--- src/rtl/step_counter_pkg.sv ---
// step_counter_pkg: shared types and constants for the step_counter slice.
//   step_state_t   : controller states (IDLE, RUN, DONE)
//   STEP_WIDTH_DEF : default count width
package step_counter_pkg;

  localparam int unsigned STEP_WIDTH_DEF = 4;

  typedef enum logic [1:0] {
    ST_IDLE = 2'd0,
    ST_RUN  = 2'd1,
    ST_DONE = 2'd2
  } step_state_t;

endpackage

--- src/rtl/step_counter_incrementer.sv ---
// incrementer: combinational +1 datapath, modulo 2^WIDTH, no carry out.
//   value      : input  WIDTH  operand
//   next_value : output WIDTH  value + 1
module incrementer #(
  parameter int unsigned WIDTH = 4
) (
  input  logic [WIDTH-1:0] value,
  output logic [WIDTH-1:0] next_value
);

  assign next_value = value + WIDTH'(1);

endmodule

--- src/rtl/step_counter.sv ---
// step_counter: registered stepping counter around the incrementer.
// A start pulse in IDLE loads a first value and a limit. Each count is
// presented on a valid/ready stream and advances only on an accepted
// transfer. Accepting the limit value leads to a one-cycle done pulse.
//   clk       : rising-edge clock
//   rst_n     : synchronous active-low reset
//   start     : run request, sampled only in IDLE
//   load_val  : first count, sampled with start
//   limit     : last count, sampled with start
//   count_out : current count (registered)
//   out_valid : count_out presented (high in RUN)
//   out_ready : consumer accepts when out_valid is high
//   busy      : high in RUN
//   done      : one-cycle pulse after the limit value is accepted
//   wrap      : one-cycle pulse when the count rolls from all-ones to zero
// Build option: define STEP_COUNTER_SAT_EN to saturate at all-ones
// (ends the run instead of wrapping; wrap tied low).
module step_counter
  import step_counter_pkg::*;
#(
  parameter int unsigned WIDTH = STEP_WIDTH_DEF
) (
  input  logic             clk,
  input  logic             rst_n,
  input  logic             start,
  input  logic [WIDTH-1:0] load_val,
  input  logic [WIDTH-1:0] limit,
  output logic [WIDTH-1:0] count_out,
  output logic             out_valid,
  input  logic             out_ready,
  output logic             busy,
  output logic             done,
  output logic             wrap
);

  step_state_t      state_q, state_d;
  logic [WIDTH-1:0] count_q, count_d;
  logic [WIDTH-1:0] limit_q, limit_d;
  logic [WIDTH-1:0] next_count;
  logic             xfer;
  logic             all_ones;

  incrementer #(.WIDTH(WIDTH)) u_incrementer (
    .value      (count_q),
    .next_value (next_count)
  );

  assign xfer     = (state_q == ST_RUN) && out_ready;
  assign all_ones = &count_q;

`ifndef STEP_COUNTER_SAT_EN
  logic wrap_q, wrap_d;
`endif

  always_comb begin
    state_d = state_q;
    count_d = count_q;
    limit_d = limit_q;
`ifndef STEP_COUNTER_SAT_EN
    wrap_d  = 1'b0;
`endif
    case (state_q)
      ST_IDLE: begin
        if (start) begin
          count_d = load_val;
          limit_d = limit;
          state_d = ST_RUN;
        end
      end
      ST_RUN: begin
        if (xfer) begin
          if (count_q == limit_q) begin
            state_d = ST_DONE;
          end
`ifdef STEP_COUNTER_SAT_EN
          else if (all_ones) begin
            state_d = ST_DONE;
          end
`endif
          else begin
            count_d = next_count;
`ifndef STEP_COUNTER_SAT_EN
            // Registered so the pulse lines up with the cycle showing 0.
            wrap_d  = all_ones;
`endif
          end
        end
      end
      ST_DONE: state_d = ST_IDLE;
      default: state_d = ST_IDLE;
    endcase
  end

  always_ff @(posedge clk) begin
    if (!rst_n) begin
      state_q <= ST_IDLE;
      count_q <= '0;
      limit_q <= '0;
    end else begin
      state_q <= state_d;
      count_q <= count_d;
      limit_q <= limit_d;
    end
  end

`ifdef STEP_COUNTER_SAT_EN
  assign wrap = 1'b0;
`else
  always_ff @(posedge clk) begin
    if (!rst_n) begin
      wrap_q <= 1'b0;
    end else begin
      wrap_q <= wrap_d;
    end
  end

  assign wrap = wrap_q;
`endif

  assign count_out = count_q;
  assign out_valid = (state_q == ST_RUN);
  assign busy      = (state_q == ST_RUN);
  assign done      = (state_q == ST_DONE);

endmodule
--- config.mk ---
export PLATFORM = sky130hd
export DESIGN_NAME = step_counter
export DESIGN_NICKNAME = d
export VERILOG_FILES = /design/src/rtl/step_counter_pkg.sv /design/src/rtl/step_counter_incrementer.sv /design/src/rtl/step_counter.sv
export SDC_FILE = /design/constraint.sdc
export NUM_CORES = 1
export LEC_CHECK = 0
export BUFFER_PORTS_ARGS = -buffer_cell sky130_fd_sc_hd__buf_2
export CAP_MARGIN = 20
export CORE_AREA = 2 2 39 41
export DETAILED_ROUTE_END_ITERATION = 6
export DIE_AREA = 0 0 41 43
export GPL_ROUTABILITY_DRIVEN = 0
export PLACE_DENSITY = 0.73
export SYNTH_ARGS = -nofsm -noshare
export SYNTH_HDL_FRONTEND = slang
export SYNTH_SLANG_ARGS = --single-unit
export TNS_END_PERCENT = 1
--- constraint.sdc ---
create_clock -name clk -period 1.7 [get_ports clk]
set_input_delay 0.17 -clock clk [delete_from_list [all_inputs] [get_ports clk]]
set_output_delay 0.17 -clock clk [all_outputs]
set_load 0.02 [all_outputs]
Yosys cells after proc, flatten, opt, wreduce, memory -nomap -nowiden
Index checks and enable logic that the tools add are counted.
{ "totals": {"inputBits": 12, "word_cells": 31, "register_bits": 11, "out_inout_bits": 8} }
{ "classes": {"n_eq_ne": 7, "n_reduce_logical": 8, "bitwise": 3, "add_sub_neg": 1, "n_mux": 8} }
{ "ops": {"columns": ["operator", "n"], "rows": [
  ["$mux W4", 3],
  ["$pmux W4 S2", 1],
  ["$reduce_and A4 Y1", 2],
  ["$mux W2", 3],
  ["$add A4 B1 Y4 const B", 1],
  ["$eq A4 B4 Y1", 1],
  ["$ne A2 B1 Y1 const B", 2],
  ["$ne A2 B2 Y1 const B", 2],
  ["$pmux W2 S2", 1],
  ["$reduce_or A4 Y1", 1],
  ["$not A1 Y1", 3],
  ["$reduce_and A3 Y1", 1],
  ["$eq A2 B1 Y1 const B", 1],
  ["$eq A2 B2 Y1 const B", 1],
  ["$logic_not A2 Y1", 1],
  ["$reduce_and A2 Y1", 1],
  ["$reduce_bool A2 Y1", 1],
  ["$logic_and A1 B1 Y1", 1]
]} }

Logic depth before layout (Yosys ltp)
{ "depth": {"word_depth": 4, "ltp_mapped": 5, "depth_no_buf": 5} }

Modules after synthesis
Synthesis repeated with hierarchy kept, for this count alone.
{ "unflattened": {"cells_unflattened": 55, "hier_area_um2": 586.8} }
{ "modules_own_cells": {"columns": ["mod", "seq_area_each_um2", "n_inst", "cells_each", "area_each_um2"], "rows": [
  ["step_counter", 220.2, 1, 50, 543.0],
  ["incrementer", 0.0, 1, 5, 43.8]
]} }

Least setup slack after synthesis
OpenSTA, ideal clock, no wires.
{ "synth_path": {"path_type": "flip-flop to flip-flop", "startpoint": "reg count_q[2], in the netlist count_out[2]", "endpoint": "reg count_q[1], in the netlist count_out[1]", "t_required_ps": 1628, "t_arrival_ps": 1491, "period_less_slack_ps": 1563, "setup_slack_ps": 137, "setup_ps": 72, "path_stages_with_launch": 5, "path_buffers": 0, "cell_sequence": "dfxtp_1 > xor2_2 > o41ai_4 > and2_4 > mux2i_1"} }
{ "synth_via": {"elab_chain_len": 3} }
{ "synth_lines": {"columns": ["element", "line", "source"], "rows": [
  ["start: declaration", "step_counter.sv:37", "logic [WIDTH-1:0] count_q, count_d;"],
  ["start signal: assignment", "step_counter.sv:101", "count_q <= count_d;"],
  ["$eq A4 B4 Y1", "step_counter.sv:72", "if (count_q == limit_q) begin"],
  ["$ne A2 B2 Y1 (no line)", null, null],
  ["$reduce_and A4 Y1 (no line)", null, null]
]} }
Every way passes these cells.
A chain may end at the register's enable or synchronous reset.

Worst setup path after layout
{ "layout_path": {"startpoint": "reg count_q[3], in the netlist count_out[3]", "endpoint": "reg count_q[1], in the netlist count_out[1]"} }
Same word-level chain as after synthesis.

==> parameters.txt <==
Parameter                              Value

Synthesis
  Area of the mapped netlist ... around 600 µm²
  FF+latch count, synth ... 11
  Leading cell type by number of instances after synthesis ... dfxtp_1
  Syn. warnings ... 0
  Synth top cells by count ... dfxtp_1, nor2b_1, mux2i_1, o21ai_0, nor2_1
  Ys async rst share ... 0%
  Area fraction of the dominant cell type after synthesis ... 36.2%
  Avg Inst Size Synth ... between 9 and 10 µm²
  Most used flip-flop cell after synthesis ... dfxtp_1
  Mapped Cells ... between 60 and 70
  Number of flops mapped to enable cells by yosys ... 0
  Cell taking the most area after synthesis ... dfxtp_1
  Leading post-synthesis cells by cell area ... dfxtp_1, mux2i_1, nor2b_1
  Unique cell type count in the Yosys netlist ... 30
  Register area share after synthesis ... 36.2%
  Net Count, Synth ... 77

Drt
  DRT Wirelength ... 1220 µm
  Routed via count ... around 550
  Average wire per standard cell ... between 10 and 15 µm
  Iteration count of the initial detailed-routing pass ... 4
  Final antenna-violating net count ... 0
  Average via count per standard cell ... ~5.3
  DR iter-0 viols ... 16
  Number of remaining DRC errors ... 0

Clock network
  # Post-CTS Setup Buffers ... 0
  Max Buffers Root-to-Sink ... 2
  Clk_lat worst skew ... approximately 280 ps
  Sinks on Clock Net ... 11
  Clock Pin Slew Worst Setup and Hold Paths ... roughly 80 ps
  CTS tree ... yes
  Count of hold buffers inserted by post-cts repair ... 0
  H-tree levels ... 1
  Buffer type at the clock tree root ... clkbuf_4
  Post-CTS Resized ... 0
  Total CTS buffers ... 3

STA
  Tmin final ... around 1500 ps
  Slew of the pin with the lowest slew margin ... 365 ps
  Post-Route Skew ... approximately 6.7 ps
  Final Slew Violations ... 0
  Max frequency ... 0.668 GHz
  Hold_ws ... 139 ps
  Final sum of negative setup slack ... 0 ps
  Number of endpoints failing setup at the final stage ... 0
  Unrepaired setup endpoints after global routing ... false
  Final clock period utilization by the worst path ... 88.0%
  Final Hold Vio Count ... 0
  Worst rel slew slack ... roughly three quarters

Worst setup path
  Library cell contributing the largest single delay on the critical path ... o41ai_4
  Top fanout value on the critical path ... 5
  Launch point of the critical path ... count_out[3]
  Start-to-end type of the worst setup path ... flop to flop
  Slowest stage delay, CP ... approximately 440 ps
  Bufs and invs on worst path ... 0
  Kind of start point of the critical path ... flop
  Worst Path Arrival ... ~1700 ps
  Cells traversed along the worst timing path ... xor2_1 -> o41ai_4 -> and2_4 -> mux2i_1
  Critical path data required time ... between 1500 and 2000 ps
  Register-to-register path setup slack ... approximately 200 ps
  Kind of end point of the critical path ... flop
  RR Startpoint ... count_out[3]
  Critical path's top delay family ... compound AO/OA/AOI/OAI gates

Place
  DPL Wire Length ... between 900 and 1000 µm
  Count of buffers inserted at the top-level ports ... 19

Power
  Seq pwr share ... between 40% and 50%
  Switching power ... ~0.00024 W
  Switching part of the total power ... 34.3%
  Cell Pwr Density ... just over 900 nW/µm²
  Internal portion of total power ... about 0.00045 W
  Peak supply drop ... around 400 µV
  Leakage power ... 0.369 nW
  Clk pwr share ... 27.6%
  Gate power share ... around 28%

Final layout
  Share of layout cells above drive strength 1 ... 35.6%
  P&R area growth vs syn ... 24.3%
  Number of nets in the finished design ... 101
  Count of inserted antenna diode cells ... 0

Global routing
  Global route total overflow ... 0
  Global-route wire length before repair ... 1990 µm
  Number of global-route vias before repair ... approximately 480
  GRT Overall Usage ... 17.2%
  Antenna violations before repair ... 0
  Largest net degree at the start of global routing ... 15

Floorplan
  Chip width ... a little over 40 µm
  Initial standard-cell utilization of the core ... around 44%
  Die height ... about 43 µm
  Standard-cell row count ... 14
  Core outline area ... roughly 1400 µm²
  Die outline area ... roughly 1800 µm²
  Number of placed I/O pins ... 20

Worst hold path
  Hold Path Origin ... limit[2]
  Worst hold path type ... input pin to flop

Run
  Max Cap Viol ... 0

Status
  Status ... finished, final reports clean
-- final timing paths --
| check | to | depth (start not counted) |
|---|---|---|
| worst max-delay path | count_out[1] | 4 |
| worst min register to register | state_q[0] | 1 |
| worst min-delay path | limit_q[2] | 3 |
| worst max register to register | count_out[1] | 4 |
-- final cells by class --
class	instances	area [µm²]
Clock buffer	3	22.5
Clock inverter	1	5.00
Fill cell	140	628
Inverter	3	11.3
Multi-Input combinational cell	48	365
Sequential cell	11	221
Tap cell	16	20.0
Timing Repair Buffer	21	110
-- power groups by stage --
stage               clock network [W]  logic (W)  registers (W)
global route                 0.000205   0.000214       0.000309
CTS                          0.000194   0.000195       0.000305
finish                       0.000190   0.000193       0.000305
global placement                    0   0.000193       0.000309
detailed placement                  0   0.000194       0.000311
floorplan                           0   0.000122       0.000323
-- sequential cells by signal (all words and copies together), names as in the netlist --
| signal | cells |
|---|---|
| state_q | 2 |
| count_out | 4 |
| wrap | 1 |
| limit_q | 4 |
-- through the flow --
step / utilization [%] / setup WS (ps) / area [µm²] / cells / total power, W
after floorplan: - / 137 / 608 / 64 / 0.000445
after global placement: 52.5 / 204 / 727 / 99 / 0.000502
after detailed placement: 52.5 / 121 / 727 / 99 / 0.000504
after CTS: 54.5 / 111 / 754 / 103 / 0.000694
after global routing: 54.6 / 68.5 / 756 / 103 / 0.000728
final: 54.6 / 204 / 756 / 103 / 0.000689
-- worst register-to-register path: stages (launching register included) --
cell and delay (ps):
dfxtp_1 420, xor2_1 140, o41ai_4 440, and2_4 250, mux2i_1 180
-- layout by cell type, fill, tap and decap left out, types with 2 or more instances in the layout --
master | synthesis | final
buf_2 | 0 | 19
buf_4 | 1 | 2
mux2i_1 | 5 | 5
o21ai_0 | 5 | 5
dfxtp_1 | 11 | 10
nor2b_1 | 6 | 6
nand3_1 | 2 | 2
nor2_1 | 4 | 4
xor2_1 | 3 | 3
clkbuf_4 | 0 | 3
inv_1 | 3 | 3
nand2_1 | 3 | 3
o2111ai_1 | 2 | 2
-- per-layer routing --
| layer | part of all wire, % | vias to the layer above | GRT usage [%] | wire, µm |
|---|---|---|---|---|
| met4 | 2.1 | 0 | 14.0 | 25 |
| met1 | 47 | 249 | 24.4 | 568 |
| li1 | - | 273 | - | - |
| met5 | 0 | - | 0 | 0 |
| met3 | 5.8 | 4 | 3.14 | 70 |
| met2 | 45 | 20 | 21.6 | 552 |
-- kinds of logic (layout without fill, tap and decap cells) --
kind of cell / after synthesis / count (layout) / synth area share (%)
muxes: 6 / 6 / 10.1
DFF: 11 / 11 / 36.2
and+or+nand+nor: 25 / 25 / 23.9
buffers and inverters: 5 / 28 / 3.70
AOI/OAI and AO/OA: 12 / 12 / 17.1
xor gates and xnor gates: 4 / 4 / 7.00
adders and majority gates: 1 / 1 / 2.06
Note: power is estimated with default switching activity, not from simulation.
